[config.mk]
export PLATFORM = sky130hd
export DESIGN_NAME = qkv_feeder
export DESIGN_NICKNAME = d
export VERILOG_FILES = /design/src/rtl/qkv_feeder_pkg.sv /design/src/rtl/qkv_feeder_vec_fifo2.sv /design/src/rtl/qkv_feeder.sv
export SDC_FILE = /design/constraint.sdc
export NUM_CORES = 1
export LEC_CHECK = 0
export BUFFER_PORTS_ARGS = -buffer_cell sky130_fd_sc_hd__buf_2
export CAP_MARGIN = 20
export CORE_ASPECT_RATIO = 0.5
export CORE_MARGIN = 4
export CORE_UTILIZATION = 50
export DETAILED_ROUTE_END_ITERATION = 12
export PLACE_DENSITY = 0.71
export SLEW_MARGIN = 10
export SYNTH_ARGS = -nofsm -noshare
export SYNTH_HDL_FRONTEND = slang
export SYNTH_HIERARCHICAL = 1
export SYNTH_SLANG_ARGS = --single-unit
[constraint.sdc]
create_clock -name clk -period 3.69 [get_ports clk]
set_input_delay 0.1845 -clock clk [delete_from_list [all_inputs] [get_ports clk]]
set_output_delay 0.1845 -clock clk [all_outputs]
set_load 0.01 [all_outputs]
[src/rtl/qkv_feeder_pkg.sv]
// Shared vector types and helpers for the QKV feeder that streams SRAM rows
// into the attention PE.
package qkv_feeder_pkg;

   localparam int MAX_EMBEDDING_DIM = 4;
   localparam int ELEM_W            = 8;

   typedef logic [MAX_EMBEDDING_DIM-1:0][ELEM_W-1:0] Q_VECTOR_T;
   typedef logic [MAX_EMBEDDING_DIM-1:0][ELEM_W-1:0] K_VECTOR_T;
   typedef logic [MAX_EMBEDDING_DIM-1:0][ELEM_W-1:0] V_VECTOR_T;

   // A 2-entry buffer can take one more read if, after this cycle's pop,
   // stored entries plus the read already in flight leave a slot free.
   function automatic logic fifo_has_slot(input logic [1:0] count,
                                          input logic       pending,
                                          input logic       popping);
      logic [2:0] used;
      used = {1'b0, count} + {2'b00, pending} - {2'b00, popping};
      return used < 3'd2;
   endfunction

endpackage

[src/rtl/qkv_feeder_vec_fifo2.sv]
// Two-entry valid/ready FIFO, parameterized by payload type; output data
// comes straight from storage so it stays stable while valid is held.
module vec_fifo2
   import qkv_feeder_pkg::*;
#(
   parameter type T = logic
) (
   input  logic       clk,
   input  logic       rst,
   input  logic       wr_en,
   input  T           wr_data,
   input  logic       rd_rdy,
   output logic       rd_vld,
   output T           rd_data,
   output logic [1:0] count
);

   T     mem [0:1];
   logic rd_ptr;
   logic wr_ptr;
   logic wr_ok;
   logic pop;

   assign rd_vld  = (count != 2'd0);
   assign rd_data = mem[rd_ptr];
   assign pop     = rd_vld && rd_rdy;
   assign wr_ok   = wr_en && (count != 2'd2);

   // Circular storage with a 1-bit pointer per side; writes to a full
   // buffer are dropped, the feeder's credit check keeps that from happening.
   always_ff @(posedge clk or negedge rst) begin
      if (!rst) begin
         mem[0] <= '0;
         mem[1] <= '0;
         rd_ptr <= 1'b0;
         wr_ptr <= 1'b0;
         count  <= 2'd0;
      end else begin
         if (wr_ok) begin
            mem[wr_ptr] <= wr_data;
            wr_ptr      <= ~wr_ptr;
         end
         if (pop) begin
            rd_ptr <= ~rd_ptr;
         end
         count <= count + {1'b0, wr_ok} - {1'b0, pop};
      end
   end

endmodule

[src/rtl/qkv_feeder.sv]
// Streams one Q row followed by every K/V row per query from three SRAMs to
// the PE, with independent valid/ready handshakes per stream.
module qkv_feeder
   import qkv_feeder_pkg::*;
#(
   parameter int ADDR_W = 8
) (
   input  logic              clk,
   input  logic              rst,
   input  logic              start,
   input  logic [ADDR_W:0]   num_q,
   input  logic [ADDR_W:0]   num_kv,
   output logic              busy,
   output logic              done,
   output logic              q_sram_ren,
   output logic [ADDR_W-1:0] q_sram_addr,
   input  Q_VECTOR_T         q_sram_rdata,
   output logic              k_sram_ren,
   output logic [ADDR_W-1:0] k_sram_addr,
   input  K_VECTOR_T         k_sram_rdata,
   output logic              v_sram_ren,
   output logic [ADDR_W-1:0] v_sram_addr,
   input  V_VECTOR_T         v_sram_rdata,
   output logic              Q_vld_out,
   input  logic              Q_rdy_in,
   output Q_VECTOR_T         q_vector,
   output logic              K_vld_out,
   input  logic              K_rdy_in,
   output K_VECTOR_T         k_vector,
   output logic              V_vld_out,
   input  logic              V_rdy_in,
   output V_VECTOR_T         v_vector
);

   typedef enum logic [1:0] {IDLE, RUN, FINISH} state_t;

   localparam logic [ADDR_W:0] ONE = (ADDR_W+1)'(1);

   state_t          state;
   logic [ADDR_W:0] nq_lat;
   logic [ADDR_W:0] nkv_lat;
   logic [ADDR_W:0] q_row;
   logic [ADDR_W:0] kv_rd_cnt;
   logic [ADDR_W:0] k_hs_cnt;
   logic [ADDR_W:0] v_hs_cnt;
   logic [ADDR_W:0] k_hs_next;
   logic [ADDR_W:0] v_hs_next;
   logic            q_rd_pend;
   logic            q_done;
   logic            q_done_next;
   logic            kv_pend;
   logic            kv_issue;
   logic            k_pop;
   logic            v_pop;
   logic            row_complete;
   logic            last_row;
   logic [1:0]      k_count;
   logic [1:0]      v_count;

   assign k_pop = K_vld_out && K_rdy_in;
   assign v_pop = V_vld_out && V_rdy_in;

   // K and V are read in lockstep, so both buffers must have room for the
   // new read on top of whatever is already stored or in flight.
   assign kv_issue = (state == RUN) && (kv_rd_cnt < nkv_lat)
                     && fifo_has_slot(k_count, kv_pend, k_pop)
                     && fifo_has_slot(v_count, kv_pend, v_pop);

   assign k_sram_ren  = kv_issue;
   assign v_sram_ren  = kv_issue;
   assign k_sram_addr = kv_rd_cnt[ADDR_W-1:0];
   assign v_sram_addr = kv_rd_cnt[ADDR_W-1:0];
   assign q_sram_addr = q_row[ADDR_W-1:0];

   // A row is finished once its Q and all K/V handshakes, including any
   // completing this cycle, have been seen.
   always_comb begin
      q_done_next  = q_done | (Q_vld_out & Q_rdy_in);
      k_hs_next    = k_pop ? k_hs_cnt + ONE : k_hs_cnt;
      v_hs_next    = v_pop ? v_hs_cnt + ONE : v_hs_cnt;
      row_complete = (state == RUN) && q_done_next
                     && (k_hs_next == nkv_lat) && (v_hs_next == nkv_lat);
      last_row     = (q_row + ONE) == nq_lat;
   end

   // Pass sequencing, Q read/hold path and per-row bookkeeping.
   always_ff @(posedge clk or negedge rst) begin
      if (!rst) begin
         state      <= IDLE;
         nq_lat     <= '0;
         nkv_lat    <= '0;
         q_row      <= '0;
         kv_rd_cnt  <= '0;
         k_hs_cnt   <= '0;
         v_hs_cnt   <= '0;
         q_rd_pend  <= 1'b0;
         q_done     <= 1'b0;
         kv_pend    <= 1'b0;
         busy       <= 1'b0;
         done       <= 1'b0;
         q_sram_ren <= 1'b0;
         Q_vld_out  <= 1'b0;
         q_vector   <= '0;
      end else begin
         done       <= 1'b0;
         q_sram_ren <= 1'b0;
         q_rd_pend  <= q_sram_ren;
         kv_pend    <= kv_issue;
         q_done     <= q_done_next;
         k_hs_cnt   <= k_hs_next;
         v_hs_cnt   <= v_hs_next;

         if (q_rd_pend) begin
            q_vector  <= q_sram_rdata;
            Q_vld_out <= 1'b1;
         end else if (Q_vld_out && Q_rdy_in) begin
            Q_vld_out <= 1'b0;
         end

         if (kv_issue) begin
            kv_rd_cnt <= kv_rd_cnt + ONE;
         end

         case (state)
            IDLE: begin
               if (start) begin
                  nq_lat    <= num_q;
                  nkv_lat   <= num_kv;
                  busy      <= 1'b1;
                  q_row     <= '0;
                  kv_rd_cnt <= '0;
                  k_hs_cnt  <= '0;
                  v_hs_cnt  <= '0;
                  q_done    <= 1'b0;
                  if ((num_q == '0) || (num_kv == '0)) begin
                     state <= FINISH;
                     done  <= 1'b1;
                  end else begin
                     state      <= RUN;
                     q_sram_ren <= 1'b1;
                  end
               end
            end
            RUN: begin
               if (row_complete) begin
                  kv_rd_cnt <= '0;
                  k_hs_cnt  <= '0;
                  v_hs_cnt  <= '0;
                  q_done    <= 1'b0;
                  if (last_row) begin
                     state <= FINISH;
                     done  <= 1'b1;
                  end else begin
                     q_row      <= q_row + ONE;
                     q_sram_ren <= 1'b1;
                  end
               end
            end
            FINISH: begin
               state <= IDLE;
               busy  <= 1'b0;
            end
            default: begin
               state <= IDLE;
            end
         endcase
      end
   end

   vec_fifo2 #(.T(K_VECTOR_T)) u_k_fifo (
      .clk     (clk),
      .rst     (rst),
      .wr_en   (kv_pend),
      .wr_data (k_sram_rdata),
      .rd_rdy  (K_rdy_in),
      .rd_vld  (K_vld_out),
      .rd_data (k_vector),
      .count   (k_count)
   );

   vec_fifo2 #(.T(V_VECTOR_T)) u_v_fifo (
      .clk     (clk),
      .rst     (rst),
      .wr_en   (kv_pend),
      .wr_data (v_sram_rdata),
      .rd_rdy  (V_rdy_in),
      .rd_vld  (V_vld_out),
      .rd_data (v_vector),
      .count   (v_count)
   );

endmodule

==> metrics.txt, run 1 <==
status completed; quantity of I/O buffers inserted on ports 247; Synth Warn # 6; min-delay src K_rdy_in; Max IR drop VDD 0.0003607 V; Area Growth Syn to Fin 25.81%; GPL Wtd Cong 0.8560; initial antenna violation count 0; most common cell after layout, fill and taps aside buf_2; prevailing post-synth register cell dfrtp_1; Initial Util 51.04%; share of layout cells above drive strength 1 43.35%; crit path kind register to output pin; CORE AREA 22930 sq um; fin crit period 3.441 ns; cell-by-cell trace of the critical path or2_4 -> nand2_1 -> inv_1 -> ha_1 -> nand2b_1 -> fa_1 -> xor2_1 -> a311oi_1 -> and4_4 -> nand2_1 -> inv_1 -> buf_2; CTS tree yes; register area 5783 sq um; WL/cell 18.40 microns; routed via count 8037; final hold viol count 0; RSZ-0062 raised after global routing no; final setup fails 0; reg2reg path depth 12; WHS Path Cells 3; die area 26070 sq um; Yosys cell types 60; Worst setup EP type output pin; Max Clk Rate 290.6 MHz; CTS Root Cell clkbuf_16; Critical path buffers and inverters 3; CTS buffer count 22; fin. max-slew vios 0; largest stage delay on the critical path 0.46 ns; Pre-Repair DR Iteration Count 5; Critical Path RT 3.51 ns; DRC Markers 0; Rows 39; Initial DRC Count 527; Max-slew headroom 23.28%; Final TNS setup 0 ns; total grt overflow 0; sequential share of the synthesized area 49.39%; Die H 116.2 microns; worst slew pin tran 1.151 ns; fill cell count 1768; GRT Util Overall 21.24%; most frequent cells in the layout buf_2, dfrtp_1, mux2_4, dlygate4sd3_1, mux2_2; CTS sink count 231; Reg clk slew, reported paths 0.06 ns; Pwr Total 0.01001 W; WHS Endpoint u_k_fifo/rd_ptr; largest net degree at the start of global routing 119; via/cell ratio 5.209; Worst path top cell family by delay simple AND/OR/NAND/NOR gates; Clock Tree Buf Depth 3; CP Launch Type register; vias in the first global route 8598; Synth async-reset ratio 100.0%; Worst R2R Setup Slack 0.47 ns; Mapped Cells 883; chip width 224.4 microns; clock skew 0.007704 ns; LEAKAGE 7.235 nW; multi-input logic area 5271 sq um; Post-Syn Nets 1023; clk_lat worst skew 0.51 ns; H-tree depth 1; Mapped Area 11700 sq um; Total Routed Length 28380 microns; Yosys reg bits 231; Synth Area per Inst 13.26 sq um; Top Ports 248; Layout Nets 1360; ANT nets after route 0; R2R Path Start u_k_fifo/count[1]; power density over cell area 679.7 nW/um^2; WP data arrival 3.26 ns; first-pass GRT wire length 45150 microns; CP max FO 8; reg2reg end kv_rd_cnt[8]; final worst-path cycle share 93.26%; HP Class input pin to register; max_cap viols 0; EDFF count, synth 0; CP max stage cell dfrtp_2; Post-DP HPWL 18680 microns
-- report_power, final --
group | switching (W) | leakage, nW | internal, W | total, W
Sequential | 0.000660 | 2.90 | 0.00336 | 0.00402
Clock | 0.000954 | 0.341 | 0.00123 | 0.00218
Combinational | 0.00156 | 4.00 | 0.00225 | 0.00381
-- cell families after synthesis --
group                    synth area share, %
multiplexers                           26.00
flip-flops                             49.39
AO/OA/AOI/OAI                          4.319
AND/OR/NAND/NOR                        8.423
buffers and inverters                  5.708
adder cells (fa/ha/maj)                2.266
XOR/XNOR                               3.902
-- layout make-up --
cell class	instances	share of cell area [%]
flip-flops and latches	231	39.27
diodes	2	0.03398
inverters	25	0.6372
multi-input cells	566	35.79
clock buffers	33	4.435
repair buffers	374	17.01
clock inverters	5	0.2124
well taps	307	2.608
-- how the worst max path moves through the flow --
| stage | from | endpoint | slack [ns] | cells after the start |
|---|---|---|---|---|
| after floorplan | u_k_fifo/count[1] | kv_rd_cnt[8] | 0.59 | 12 |
| after global placement | u_k_fifo/count[1] | kv_rd_cnt[8] | 0.44 | 12 |
| after detailed placement | u_k_fifo/count[1] | kv_rd_cnt[8] | 0.29 | 12 |
| after CTS | u_k_fifo/count[1] | v_sram_ren | 0.02 | 12 |
| after global routing | u_v_fifo/count[1] | v_sram_ren | 0.01 | 12 |
| final | u_k_fifo/count[1] | v_sram_ren | 0.25 | 12 |
-- sequential cells by signal, summed over array words and instances (netlist names), 9 cells and up --
name	cells
u_k_fifo/mem	64
nq_lat	9
q_vector	32
k_hs_cnt	9
q_row	9
kv_rd_cnt	9
u_v_fifo/mem	64
v_hs_cnt	9
nkv_lat	9
-- worst min-delay path: cells and delay by family --
kind / cells / cell delay, ns
XOR/XNOR: 1 / 0.08
buffers and inverters: 1 / 0.14
AND/OR/NAND/NOR: 1 / 0.18
-- cells in the mapped netlist (all sizes together), types with 3 or more instances --
library cell | n | area, sq um
dfrtp | 231 | 5781
mux2 | 224 | 2973
nand2 | 63 | 236.5
buf | 52 | 540.5
xnor2 | 35 | 306.5
nor2 | 33 | 123.9
inv | 25 | 93.84
nand3 | 24 | 130.1
o21ai | 20 | 115.1
ha | 18 | 225.2
a21oi | 13 | 65.06
nor4 | 12 | 81.33
xor2 | 12 | 105.1
or3 | 10 | 67.56
clkbuf | 9 | 33.78
a21boi | 7 | 52.55
and3 | 7 | 43.79
mux2i | 7 | 70.07
nor2b | 7 | 43.79
nor3 | 7 | 35.03
a21o | 6 | 45.04
a2bb2oi | 6 | 52.55
and4 | 6 | 53.80
nand2b | 6 | 37.54
nand4 | 5 | 31.28
and2 | 4 | 25.02
o2111ai | 3 | 26.28
o21a | 3 | 22.52
or2 | 3 | 18.77
-- metal layers --
layer / GRT usage [%] / wire length (microns) / up-vias / part of all wire, %
met5: 0 / 0 / - / 0
met4: 6.199 / 799 / 0 / 2.8
met3: 3.214 / 1046 / 61 / 3.7
met2: 38.04 / 14500 / 210 / 51
met1: 27.31 / 12040 / 4005 / 42
li1: - / - / 3761 / -
-- through the flow --
step | cell area, sq um | hold WS, ns | util, % | cells | worst slack (ns)
floorplan | 11710 | -0.1111 | - | 883 | 0.5934
global placement | 12830 | 0.3141 | 55.96 | 1385 | 0.4428
detailed placement | 12830 | 0.3281 | 55.96 | 1385 | 0.2909
CTS | 14690 | 0.08716 | 64.05 | 1540 | 0.02034
global route | 14720 | 0.1200 | 64.19 | 1541 | 0.01489
finish | 14730 | 0.1133 | 64.21 | 1543 | 0.2486
-- timing repair --
item,in CTS,in global routing
endpoints found under the hold margin,295,0
endpoints found under the setup margin,0,2
buffers inserted,0,0
hold buffers,117,0
resized for setup,0,6
No activity file was read; power rests on OpenSTA's default activity.
==> run 2, diff against run 1 <==
--- a/config.mk
+++ b/config.mk
@@ -10,6 +10,7 @@
 export CORE_ASPECT_RATIO = 0.5
 export CORE_MARGIN = 4
 export CORE_UTILIZATION = 50
+export CTS_BUF_LIST = sky130_fd_sc_hd__clkbuf_16
 export DETAILED_ROUTE_END_ITERATION = 12
 export PLACE_DENSITY = 0.71
 export SLEW_MARGIN = 10
==> metrics.txt, run 2 (synthesis results as in run 1) <==
status completed; setup bufs post-CTS 0 (unchanged); worst slew pin tran 1.158 ns (+0.007502 ns); Reg clk slew, reported paths 0.06 ns (about the same); final hold viol count 0 (unchanged); Max-slew headroom 22.78% (-0.50 points); most frequent cells in the layout buf_2, dfrtp_1, mux2_4, dlygate4sd3_1, mux2_2; WL/cell 18.42 microns (+0.15%); WP data arrival 3.26 ns (about the same); Final TNS setup 0 ns (unchanged); clock skew 0.007285 ns (-0.0004189 ns); Max IR drop VDD 0.0003579 V (-0.77%); largest net degree at the start of global routing 119 (unchanged); register area 5783 sq um (unchanged); ANT nets after route 0 (unchanged); RSZ-0062 raised after global routing no; chip width 224.4 microns (unchanged); Layout Nets 1360 (unchanged); PnR worst setup slack 0.2478 ns (-0.0007420 ns); CTS buffer count 22 (unchanged); die area 26070 sq um (unchanged); initial antenna violation count 0 (unchanged); Rows 39 (unchanged); Max Clk Rate 290.5 MHz (about the same); max_cap viols 0 (unchanged); LEAKAGE 7.239 nW (about the same); most common cell after layout, fill and taps aside buf_2; switch share 32.04% (+0.32 points); first-pass GRT wire length 45150 microns (unchanged); quantity of I/O buffers inserted on ports 247 (unchanged); Initial DRC Count 471 (-11%); Area Growth Syn to Fin 25.52%; DRC Markers 0 (unchanged); Sequential Power Share 40.5% (+0.4 points); multi-input logic area 5276 sq um (about the same); fill cell count 1773 (+0.28%); GPL Wtd Cong 0.8560 (unchanged); GRT Util Overall 21.25% (about the same); CORE AREA 22930 sq um (unchanged); routed via count 8063 (+0.32%); Top Registers u_k_fifo/mem: 64 flops, u_v_fifo/mem: 64 flops, q_vector: 32 flops; CTS tree yes; Placement Setup Slack 0.2909 ns (unchanged); final setup fails 0 (unchanged); Clock Tree Buf Depth 3 (unchanged); fin crit period 3.442 ns (+0.0007420 ns); Critical Path RT 3.51 ns (about the same); P_sw 0.003178 W (about the same); power density over cell area 675.0 nW/um^2 (-0.70%); crit path kind register to output pin; Top Ports 248 (unchanged); Pre-Repair DR Iteration Count 5 (unchanged); H-tree depth 1 (unchanged); Post-DP HPWL 18680 microns (unchanged); vias in the first global route 8615 (+0.20%); Int Pwr 0.006739 W (-1.4%); final worst-path cycle share 93.28% (about the same); CP Launch Type register; Initial Util 51.04% (unchanged); CP max FO 8 (unchanged); total grt overflow 0 (unchanged); logic gate share of total power 38.5% (+0.4 points); share of layout cells above drive strength 1 43.11% (-0.24 points); fin. max-slew vios 0 (unchanged); clk_lat worst skew 0.51 ns (about the same); via/cell ratio 5.226 (+0.32%); Die H 116.2 microns (unchanged); CTS Root Cell clkbuf_16; HP Class input pin to register; Total Routed Length 28430 microns (+0.15%); Clock Power Share 20.9% (-0.9 points); CTS sink count 231 (unchanged); Worst setup EP type output pin
-- run 2: per-stage QoR --
| stage | instance area (sq um) | std cells | hold slack (ns) | utilization (%) | power, W |
|---|---|---|---|---|---|
| floorplan | 11710 | 883 | -0.1111 | - | 0.006576 |
| global placement | 12830 | 1385 | 0.3141 | 55.96 | 0.007557 |
| detailed placement | 12830 | 1385 | 0.3281 | 55.96 | 0.007707 |
| CTS | 14650 | 1540 | 0.08795 | 63.88 | 0.009958 |
| global route | 14690 | 1541 | 0.1205 | 64.04 | 0.01050 |
| finish | 14690 | 1543 | 0.1151 | 64.06 | 0.009916 |
-- run 2: power by group through the flow --
stage | clock [W] | combinational [W] | sequential [W]
3_5_place_dp | 0 | 0.00369 | 0.00402
5_1_grt | 0.00226 | 0.00411 | 0.00413
2_1_floorplan | 0 | 0.00283 | 0.00375
6_report | 0.00207 | 0.00382 | 0.00402
3_3_place_gp | 0 | 0.00361 | 0.00395
4_1_cts | 0.00215 | 0.00382 | 0.00400
-- run 2: routing by layer --
layer	vias up	wire (microns)	GRT usage [%]	share of wire (%)
li1	3765	-	-	-
met1	4019	12100	27.23	43
met2	212	14520	37.98	51
met3	67	1007	3.265	3.5
met4	0	801	6.485	2.8
met5	-	0	0	0
-- run 2: area by class of cell --
class	instances	area share [%]
inverters	25	0.6387
clock inverters	15	0.4684
repair buffers	374	17.05
clock buffers	23	3.918
well taps	307	2.615
diodes	2	0.03407
multi-input cells	566	35.91
flip-flops and latches	231	39.36
-- run 2: repair_timing --
item / CTS / global route
endpoints found under the setup margin: 0 / 2
hold endpoints to repair: 295 / 0
gates resized for setup: 0 / 7
hold buffers: 117 / 0
-- run 2: path summary, 6_finish.rpt --
check                                   from           endpoint  slack [ns]  cells after the start
hold reg to reg                   q_sram_ren          q_rd_pend        0.44                      0
setup / recovery           u_k_fifo/count[1]         v_sram_ren        0.25                     12
setup reg to reg           u_k_fifo/count[1]       kv_rd_cnt[8]        0.46                     12
min in group asynchronous                rst       q_vector[30]        0.32                      2
hold / removal                      K_rdy_in    u_k_fifo/rd_ptr        0.12                      3
max in group asynchronous                rst  u_v_fifo/count[1]        2.31                      3
-- run 2: worst max-delay path, stage by stage, from the launching register on --
cell and delay (ns):
dfrtp_2 0.46, or2_4 0.30, nand2_1 0.10, inv_1 0.05, ha_1 0.25, nand2b_1 0.15, fa_1 0.39, xor2_1 0.19
a311oi_1 0.22, and4_4 0.28, nand2_1 0.11, inv_1 0.11, buf_2 0.14
